`src/rtl/branch_predict_fetch_if.sv`:
```
// Fetch/resolve bundle between the PC sequencer, the instruction memory side and the EX stage.
// fetch_valid qualifies pc/pred_* each cycle (no back-pressure; stall holds pc); ex_valid qualifies ex_*.
`timescale 1ns/1ps
interface branch_predict_fetch_if #(
    parameter int PC_WIDTH = 32
);
    logic                stall;
    logic [PC_WIDTH-1:0] pc;
    logic                fetch_valid;
    logic                pred_taken;
    logic [PC_WIDTH-1:0] pred_target;
    logic                ex_valid;
    logic                ex_is_branch;
    logic [PC_WIDTH-1:0] ex_pc;
    logic                ex_taken;
    logic [PC_WIDTH-1:0] ex_target;
    logic                ex_pred_taken;
    logic [PC_WIDTH-1:0] ex_pred_target;
    logic                flush;
    logic [15:0]         mispredict_count;

    modport master (
        input  stall, ex_valid, ex_is_branch, ex_pc, ex_taken, ex_target,
               ex_pred_taken, ex_pred_target,
        output pc, fetch_valid, pred_taken, pred_target, flush, mispredict_count
    );

    modport slave (
        output stall, ex_valid, ex_is_branch, ex_pc, ex_taken, ex_target,
               ex_pred_taken, ex_pred_target,
        input  pc, fetch_valid, pred_taken, pred_target, flush, mispredict_count
    );
endinterface

```
`src/rtl/branch_predict_fetch.sv`:
```
// Fetch PC sequencer with a direct-mapped BTB and 2-bit direction counters;
// redirects and flushes on EX-stage branch mispredicts.
`timescale 1ns/1ps
module branch_predict_fetch #(
    parameter int                  PC_WIDTH = 32,
    parameter int                  IDX_BITS = 4,
    parameter logic [PC_WIDTH-1:0] RESET_PC = '0
) (
    input logic                    i_clk,
    input logic                    i_rst_n,
    branch_predict_fetch_if.master bus
);
    localparam int ENTRIES = 1 << IDX_BITS;
    localparam int TAG_W   = PC_WIDTH - IDX_BITS - 2;

    logic [PC_WIDTH-1:0] r_pc;
    logic                r_fetch_valid;
    logic [15:0]         r_mcount;
    logic                r_valid  [ENTRIES];
    logic [1:0]          r_ctr    [ENTRIES];
    logic [TAG_W-1:0]    r_tag    [ENTRIES];
    logic [PC_WIDTH-1:0] r_target [ENTRIES];

    logic [IDX_BITS-1:0] w_idx;
    logic [TAG_W-1:0]    w_tag;
    logic                w_hit;
    logic                w_pred_taken;
    logic [PC_WIDTH-1:0] w_pc_plus4;
    logic [PC_WIDTH-1:0] w_pred_target;
    logic                w_resolve;
    logic                w_mispredict;
    logic [IDX_BITS-1:0] w_ex_idx;
    logic [TAG_W-1:0]    w_ex_tag;
    logic                w_ex_hit;
    logic [1:0]          w_ctr_next;
    logic [PC_WIDTH-1:0] w_next_pc;

    // Lookup on the current fetch PC always sees the table as it was before this edge's update.
    assign w_idx         = r_pc[IDX_BITS+1:2];
    assign w_tag         = r_pc[PC_WIDTH-1:IDX_BITS+2];
    assign w_hit         = r_valid[w_idx] && (r_tag[w_idx] == w_tag);
    assign w_pred_taken  = w_hit && r_ctr[w_idx][1];
    assign w_pc_plus4    = r_pc + PC_WIDTH'(4);
    assign w_pred_target = w_pred_taken ? r_target[w_idx] : w_pc_plus4;

    assign w_resolve    = bus.ex_valid && bus.ex_is_branch;
    assign w_mispredict = w_resolve &&
                          ((bus.ex_taken != bus.ex_pred_taken) ||
                           (bus.ex_taken && bus.ex_pred_taken &&
                            (bus.ex_target != bus.ex_pred_target)));

    assign w_ex_idx = bus.ex_pc[IDX_BITS+1:2];
    assign w_ex_tag = bus.ex_pc[PC_WIDTH-1:IDX_BITS+2];
    assign w_ex_hit = r_valid[w_ex_idx] && (r_tag[w_ex_idx] == w_ex_tag);

    always_comb begin
        w_ctr_next = r_ctr[w_ex_idx];
        if (bus.ex_taken) begin
            if (r_ctr[w_ex_idx] != 2'b11) w_ctr_next = r_ctr[w_ex_idx] + 2'b01;
        end else begin
            if (r_ctr[w_ex_idx] != 2'b00) w_ctr_next = r_ctr[w_ex_idx] - 2'b01;
        end
    end

    // Redirect beats stall; the PC also holds on the first post-reset cycle so RESET_PC is fetched.
    always_comb begin
        w_next_pc = r_pc;
        if (w_mispredict) begin
            w_next_pc = bus.ex_taken ? bus.ex_target : (bus.ex_pc + PC_WIDTH'(4));
        end else if (!bus.stall && r_fetch_valid) begin
            w_next_pc = w_pred_target;
        end
    end

    always_ff @(posedge i_clk) begin
        if (!i_rst_n) begin
            r_pc          <= {RESET_PC[PC_WIDTH-1:2], 2'b00};
            r_fetch_valid <= 1'b0;
            r_mcount      <= '0;
            for (int i = 0; i < ENTRIES; i++) begin
                r_valid[i] <= 1'b0;
                r_ctr[i]   <= 2'b01;
            end
        end else begin
            r_pc          <= {w_next_pc[PC_WIDTH-1:2], 2'b00};
            r_fetch_valid <= 1'b1;
            if (w_mispredict && (r_mcount != 16'hFFFF)) r_mcount <= r_mcount + 16'd1;
            if (w_resolve) begin
                if (w_ex_hit) begin
                    r_ctr[w_ex_idx] <= w_ctr_next;
                end else if (bus.ex_taken) begin
                    r_valid[w_ex_idx] <= 1'b1;
                    r_ctr[w_ex_idx]   <= 2'b10;
                end
            end
        end
    end

    // Tag/target storage needs no reset: entries are only trusted through r_valid.
    always_ff @(posedge i_clk) begin
        if (i_rst_n && w_resolve && bus.ex_taken) begin
            r_target[w_ex_idx] <= bus.ex_target;
            if (!w_ex_hit) r_tag[w_ex_idx] <= w_ex_tag;
        end
    end

    assign bus.pc               = r_pc;
    assign bus.fetch_valid      = r_fetch_valid;
    assign bus.pred_taken       = w_pred_taken;
    assign bus.pred_target      = w_pred_target;
    assign bus.flush            = w_mispredict;
    assign bus.mispredict_count = r_mcount;
endmodule

```
`src/flat_wrapper.sv`:
```
// flat-port wrapper written by rule: the top's interface ports become plain ports
module branch_predict_fetch_flat 
#(
    parameter int                  PC_WIDTH = 32,
    parameter int                  IDX_BITS = 4,
    parameter logic [PC_WIDTH-1:0] RESET_PC = '0
)
  (i_clk, i_rst_n, bus_stall, bus_ex_valid, bus_ex_is_branch, bus_ex_pc, bus_ex_taken, bus_ex_target, bus_ex_pred_taken, bus_ex_pred_target, bus_pc, bus_fetch_valid, bus_pred_taken, bus_pred_target, bus_flush, bus_mispredict_count);
  branch_predict_fetch_if #(.PC_WIDTH(PC_WIDTH)) bus_i ();
  input logic i_clk;
  input logic i_rst_n;
  input wire logic [$bits(bus_i.stall)-1:0] bus_stall;
  input wire logic [$bits(bus_i.ex_valid)-1:0] bus_ex_valid;
  input wire logic [$bits(bus_i.ex_is_branch)-1:0] bus_ex_is_branch;
  input wire logic [$bits(bus_i.ex_pc)-1:0] bus_ex_pc;
  input wire logic [$bits(bus_i.ex_taken)-1:0] bus_ex_taken;
  input wire logic [$bits(bus_i.ex_target)-1:0] bus_ex_target;
  input wire logic [$bits(bus_i.ex_pred_taken)-1:0] bus_ex_pred_taken;
  input wire logic [$bits(bus_i.ex_pred_target)-1:0] bus_ex_pred_target;
  output wire logic [$bits(bus_i.pc)-1:0] bus_pc;
  output wire logic [$bits(bus_i.fetch_valid)-1:0] bus_fetch_valid;
  output wire logic [$bits(bus_i.pred_taken)-1:0] bus_pred_taken;
  output wire logic [$bits(bus_i.pred_target)-1:0] bus_pred_target;
  output wire logic [$bits(bus_i.flush)-1:0] bus_flush;
  output wire logic [$bits(bus_i.mispredict_count)-1:0] bus_mispredict_count;
  assign bus_i.stall = bus_stall;
  assign bus_i.ex_valid = bus_ex_valid;
  assign bus_i.ex_is_branch = bus_ex_is_branch;
  assign bus_i.ex_pc = bus_ex_pc;
  assign bus_i.ex_taken = bus_ex_taken;
  assign bus_i.ex_target = bus_ex_target;
  assign bus_i.ex_pred_taken = bus_ex_pred_taken;
  assign bus_i.ex_pred_target = bus_ex_pred_target;
  assign bus_pc = bus_i.pc;
  assign bus_fetch_valid = bus_i.fetch_valid;
  assign bus_pred_taken = bus_i.pred_taken;
  assign bus_pred_target = bus_i.pred_target;
  assign bus_flush = bus_i.flush;
  assign bus_mispredict_count = bus_i.mispredict_count;
  branch_predict_fetch #(.PC_WIDTH(PC_WIDTH), .IDX_BITS(IDX_BITS), .RESET_PC(RESET_PC)) u_core (.i_clk(i_clk), .i_rst_n(i_rst_n), .bus(bus_i));
endmodule
```
`config.mk`:
```
export PLATFORM = sky130hd
export DESIGN_NAME = branch_predict_fetch_flat
export DESIGN_NICKNAME = d
export VERILOG_FILES = /design/src/rtl/branch_predict_fetch_if.sv /design/src/rtl/branch_predict_fetch.sv /design/src/flat_wrapper.sv
export SDC_FILE = /design/constraint.sdc
export NUM_CORES = 1
export LEC_CHECK = 0
export CAP_MARGIN = 20
export CORE_MARGIN = 1.5
export CORE_UTILIZATION = 61
export CTS_CLUSTER_DIAMETER = 120
export DETAILED_ROUTE_END_ITERATION = 10
export PLACE_DENSITY = 0.76
export SLEW_MARGIN = 20
export SYNTH_ARGS = -nofsm -noshare
export SYNTH_HDL_FRONTEND = slang
export SYNTH_SLANG_ARGS = --single-unit
```
`constraint.sdc`:
```
create_clock -name i_clk -period 8.35 [get_ports i_clk]
set_clock_uncertainty 0.1 [all_clocks]
set_input_delay 1.2525 -clock i_clk [delete_from_list [all_inputs] [get_ports i_clk]]
set_output_delay 1.2525 -clock i_clk [all_outputs]
set_load 0.02 [all_outputs]
```
==> run metrics, run 1 <==
vias per cell=7.23; Critical Path Max Stage Delay=0.93 ns; Hold Crit Class=reg2reg; Routed wire per std cell=34.7 um; Compound-Gate Fraction of Synth Area=3.21%; Post-CTS Setup Bufs=0; # rows=100; Routed Antenna Nets=0; final worst slack=approximately 0.72 ns; Netlist Area Pre-Place=between 40000 and 50000 um^2; Max Slew Vio Count=0; Yosys warnings=0; CP Class=reg2out; largest area contributor in the netlist=edfxtp_1; drc violations=0; Tmin final=~7.6 ns; final wirelength=131000 um; CP cell instances=buf_4, mux4_2, mux2i_1, mux2_2, o32ai_2, nand2_1, or4_1, or4_2, buf_4, mux2_2, clkdlybuf4s50_1; Iter 0 DRT Violations=4385; core area=approximately 75000 um^2; Tot Pwr=between 10 and 15 mW; FMAX=about 0.13 GHz; Period Utilization, post-route=91.3%; initial antenna violation count=10; final hold vios=0; CTS root buf=clkbuf_16; total gr overflow=0; Req. time, crit path=roughly 7.0 ns; RSZ-0062 raised after global routing=no; Longest Clk Path Bufs=3; GPL Wtd Cong=slightly below 1; WP buf/inv=3; Initial Utilization=61.7%; main combinational cell family by area after synthesis=multiplexers; global-route wire length before repair=roughly 190000 um; EDFF count, synth=960; # fillers=4577; Synth Area in Simple Gates=4.66%; Post-DP HPWL=78400 um; worst vdd ir=roughly 0.26 mV; Layout Nets=about 2800; cell family with most CP delay=simple AND/OR/NAND/NOR gates; setup violators final=0; layout cells sized above 1=around 25%; post-synthesis adder-cell area fraction=less than 1%; die width=about 280 um; most common cell in the netlist=edfxtp_1; outcome=finished clean; I/O Buffers=~180; Seq/Total Area, Yosys=65.5%; Mean Syn Cell Area=roughly 18 um^2; endpoint class of the critical path=output pin; H-Tree Depth=3; Data arrival, critical path=around 6.3 ns; drt first pass iters=6; die area=~77000 um^2; top cells by count, synth=edfxtp_1 (960), mux4_2 (382), nand2_1 (115); Tightest Pin Transition=roughly 1.1 ns; die height=roughly 280 um; relative slew slack=roughly a quarter; CP Launch Type=flop; CTS tree=built; #FFs+latches synth=roughly 1000; post-CTS sizing=0; dpl ws=1.57 ns; Cell variety after synth=70; asr flop ratio synth=0%; crit path max fanout=45; P per Cell Area=~230 nW/um^2; vias in the first global route=27100; largest net degree at the start of global routing=between 70 and 80; post-synthesis mux area share=a little over a fifth; io pins=about 190; via count=27300; max_cap viols=0; slowest library cell on the worst path=dfxtp_4; overall global routing resource usage=roughly a third; xor/xnor share of the synthesized area=about 2.9%; final setup TNS=0 ns; synth top area cells=edfxtp_1 (63%), mux4_2 (19%), dfxtp_1 (2.9%); Clock Latency Late Sink=roughly 0.70 ns; Primary FF master, synth=edfxtp_1; Inserted Clock Buffers=between 100 and 150; Worst-path clk slew=about 0.07 ns; Yosys top cell area share=62.6%; Hold Buf Count CTS=0; cell count after synthesis=2495; CTS sink cnt=1027; Syn-to-layout area delta=14.1%; cell leakage power=approximately 17 nW
[final timing paths]
kind,from,endpoint,slack (ns),cells past startpoint
worst max-delay path,flop,bus_pred_target[13],0.72,11
worst min-delay path,u_core.r_valid[14],u_core.r_valid[14],0.38,1
worst max register to register,flop,u_core.bus.pc[6],2.94,11
worst min register to register,u_core.r_valid[14],u_core.r_valid[14],0.38,1
[kinds of logic (layout without fill, tap and decap cells)]
kind of cell             Yosys count  after routing
flip-flops                      1027           1027
adder cells (fa/ha/maj)            7              7
XOR/XNOR                         151            151
buffers and inverters            181            476
AO/OA/AOI/OAI                    212            212
other                              1              9
AND/OR/NAND/NOR                  435            435
multiplexers                     481            481
[layout by cell type, fill, tap and decap left out, types with 18 or more instances in the layout]
cell type	synthesis	layout
a21o_1	33	33
a21oi_1	29	28
and3_1	25	18
buf_4	16	85
clkbuf_1	75	20
clkbuf_16	0	102
clkdlybuf4s50_1	0	175
clkinv_1	0	18
clkinv_2	0	21
dfxtp_1	67	63
edfxtp_1	960	960
mux2_4	26	26
mux2i_1	57	57
mux4_2	382	382
nand2_1	115	115
nand3_1	76	76
nand4_1	41	41
nor2_1	89	71
nor3_1	22	22
o21ai_0	56	56
xnor2_1	103	103
xor2_1	48	48
[stage by stage]
step                util, %  hold slack [ns]  std cells  area, um^2
floorplan                 -            0.343       2496       46000
CTS                    70.4            0.375       3760       52500
detailed placement     65.7            0.362       3568       49000
global placement       65.7            0.352       3568       49000
global route           70.4            0.395       3764       52500
finish                 70.4            0.380       3767       52500
[state kept, by name (all words and copies together), names as in the netlist, named ones only]
signal                       count
u_core.bus.fetch_valid           1
u_core.bus.mispredict_count     16
u_core.bus.pc                   30
u_core.r_ctr                    32
u_core.r_tag                   416
u_core.r_target                512
u_core.r_valid                  16
[report_power, final]
part	switching [mW]	internal, mW	leakage, nW
sequential	0.103	5.66	9.22
combinational	0.746	0.625	5.80
clock	2.02	2.71	1.69
[per-layer routing]
layer	part of all wire (%)	GRT usage (%)	up-vias	wire (um)
met5	0.039	0	-	51
met4	4.6	14.9	8	6020
met3	13	8.96	381	16700
met2	47	52.4	2085	61500
met1	35	46.8	14000	46400
li1	-	-	10700	-
[area by class of cell]
class	count	area (um^2)	share of cell area, %
multi-input cells	1288	15100	28.7
diodes	7	17.5	0.0333
clock inverters	62	739	1.41
well taps	969	1210	2.31
repair buffers	268	2480	4.73
clock buffers	130	2740	5.21
flip-flops and latches	1027	30200	57.5
inverters	16	61.3	0.117
No activity file was read; power rests on OpenSTA's default activity.
==> run 2, diff against run 1 <==
--- a/config.mk
+++ b/config.mk
@@ -10,6 +10,7 @@
 export CORE_UTILIZATION = 61
 export CTS_CLUSTER_DIAMETER = 120
 export DETAILED_ROUTE_END_ITERATION = 10
+export GPL_ROUTABILITY_DRIVEN = 0
 export PLACE_DENSITY = 0.76
 export SLEW_MARGIN = 20
 export SYNTH_ARGS = -nofsm -noshare
==> results of run 2 <==
No change in the layout: final DEF, timing and power equal those of run 1.
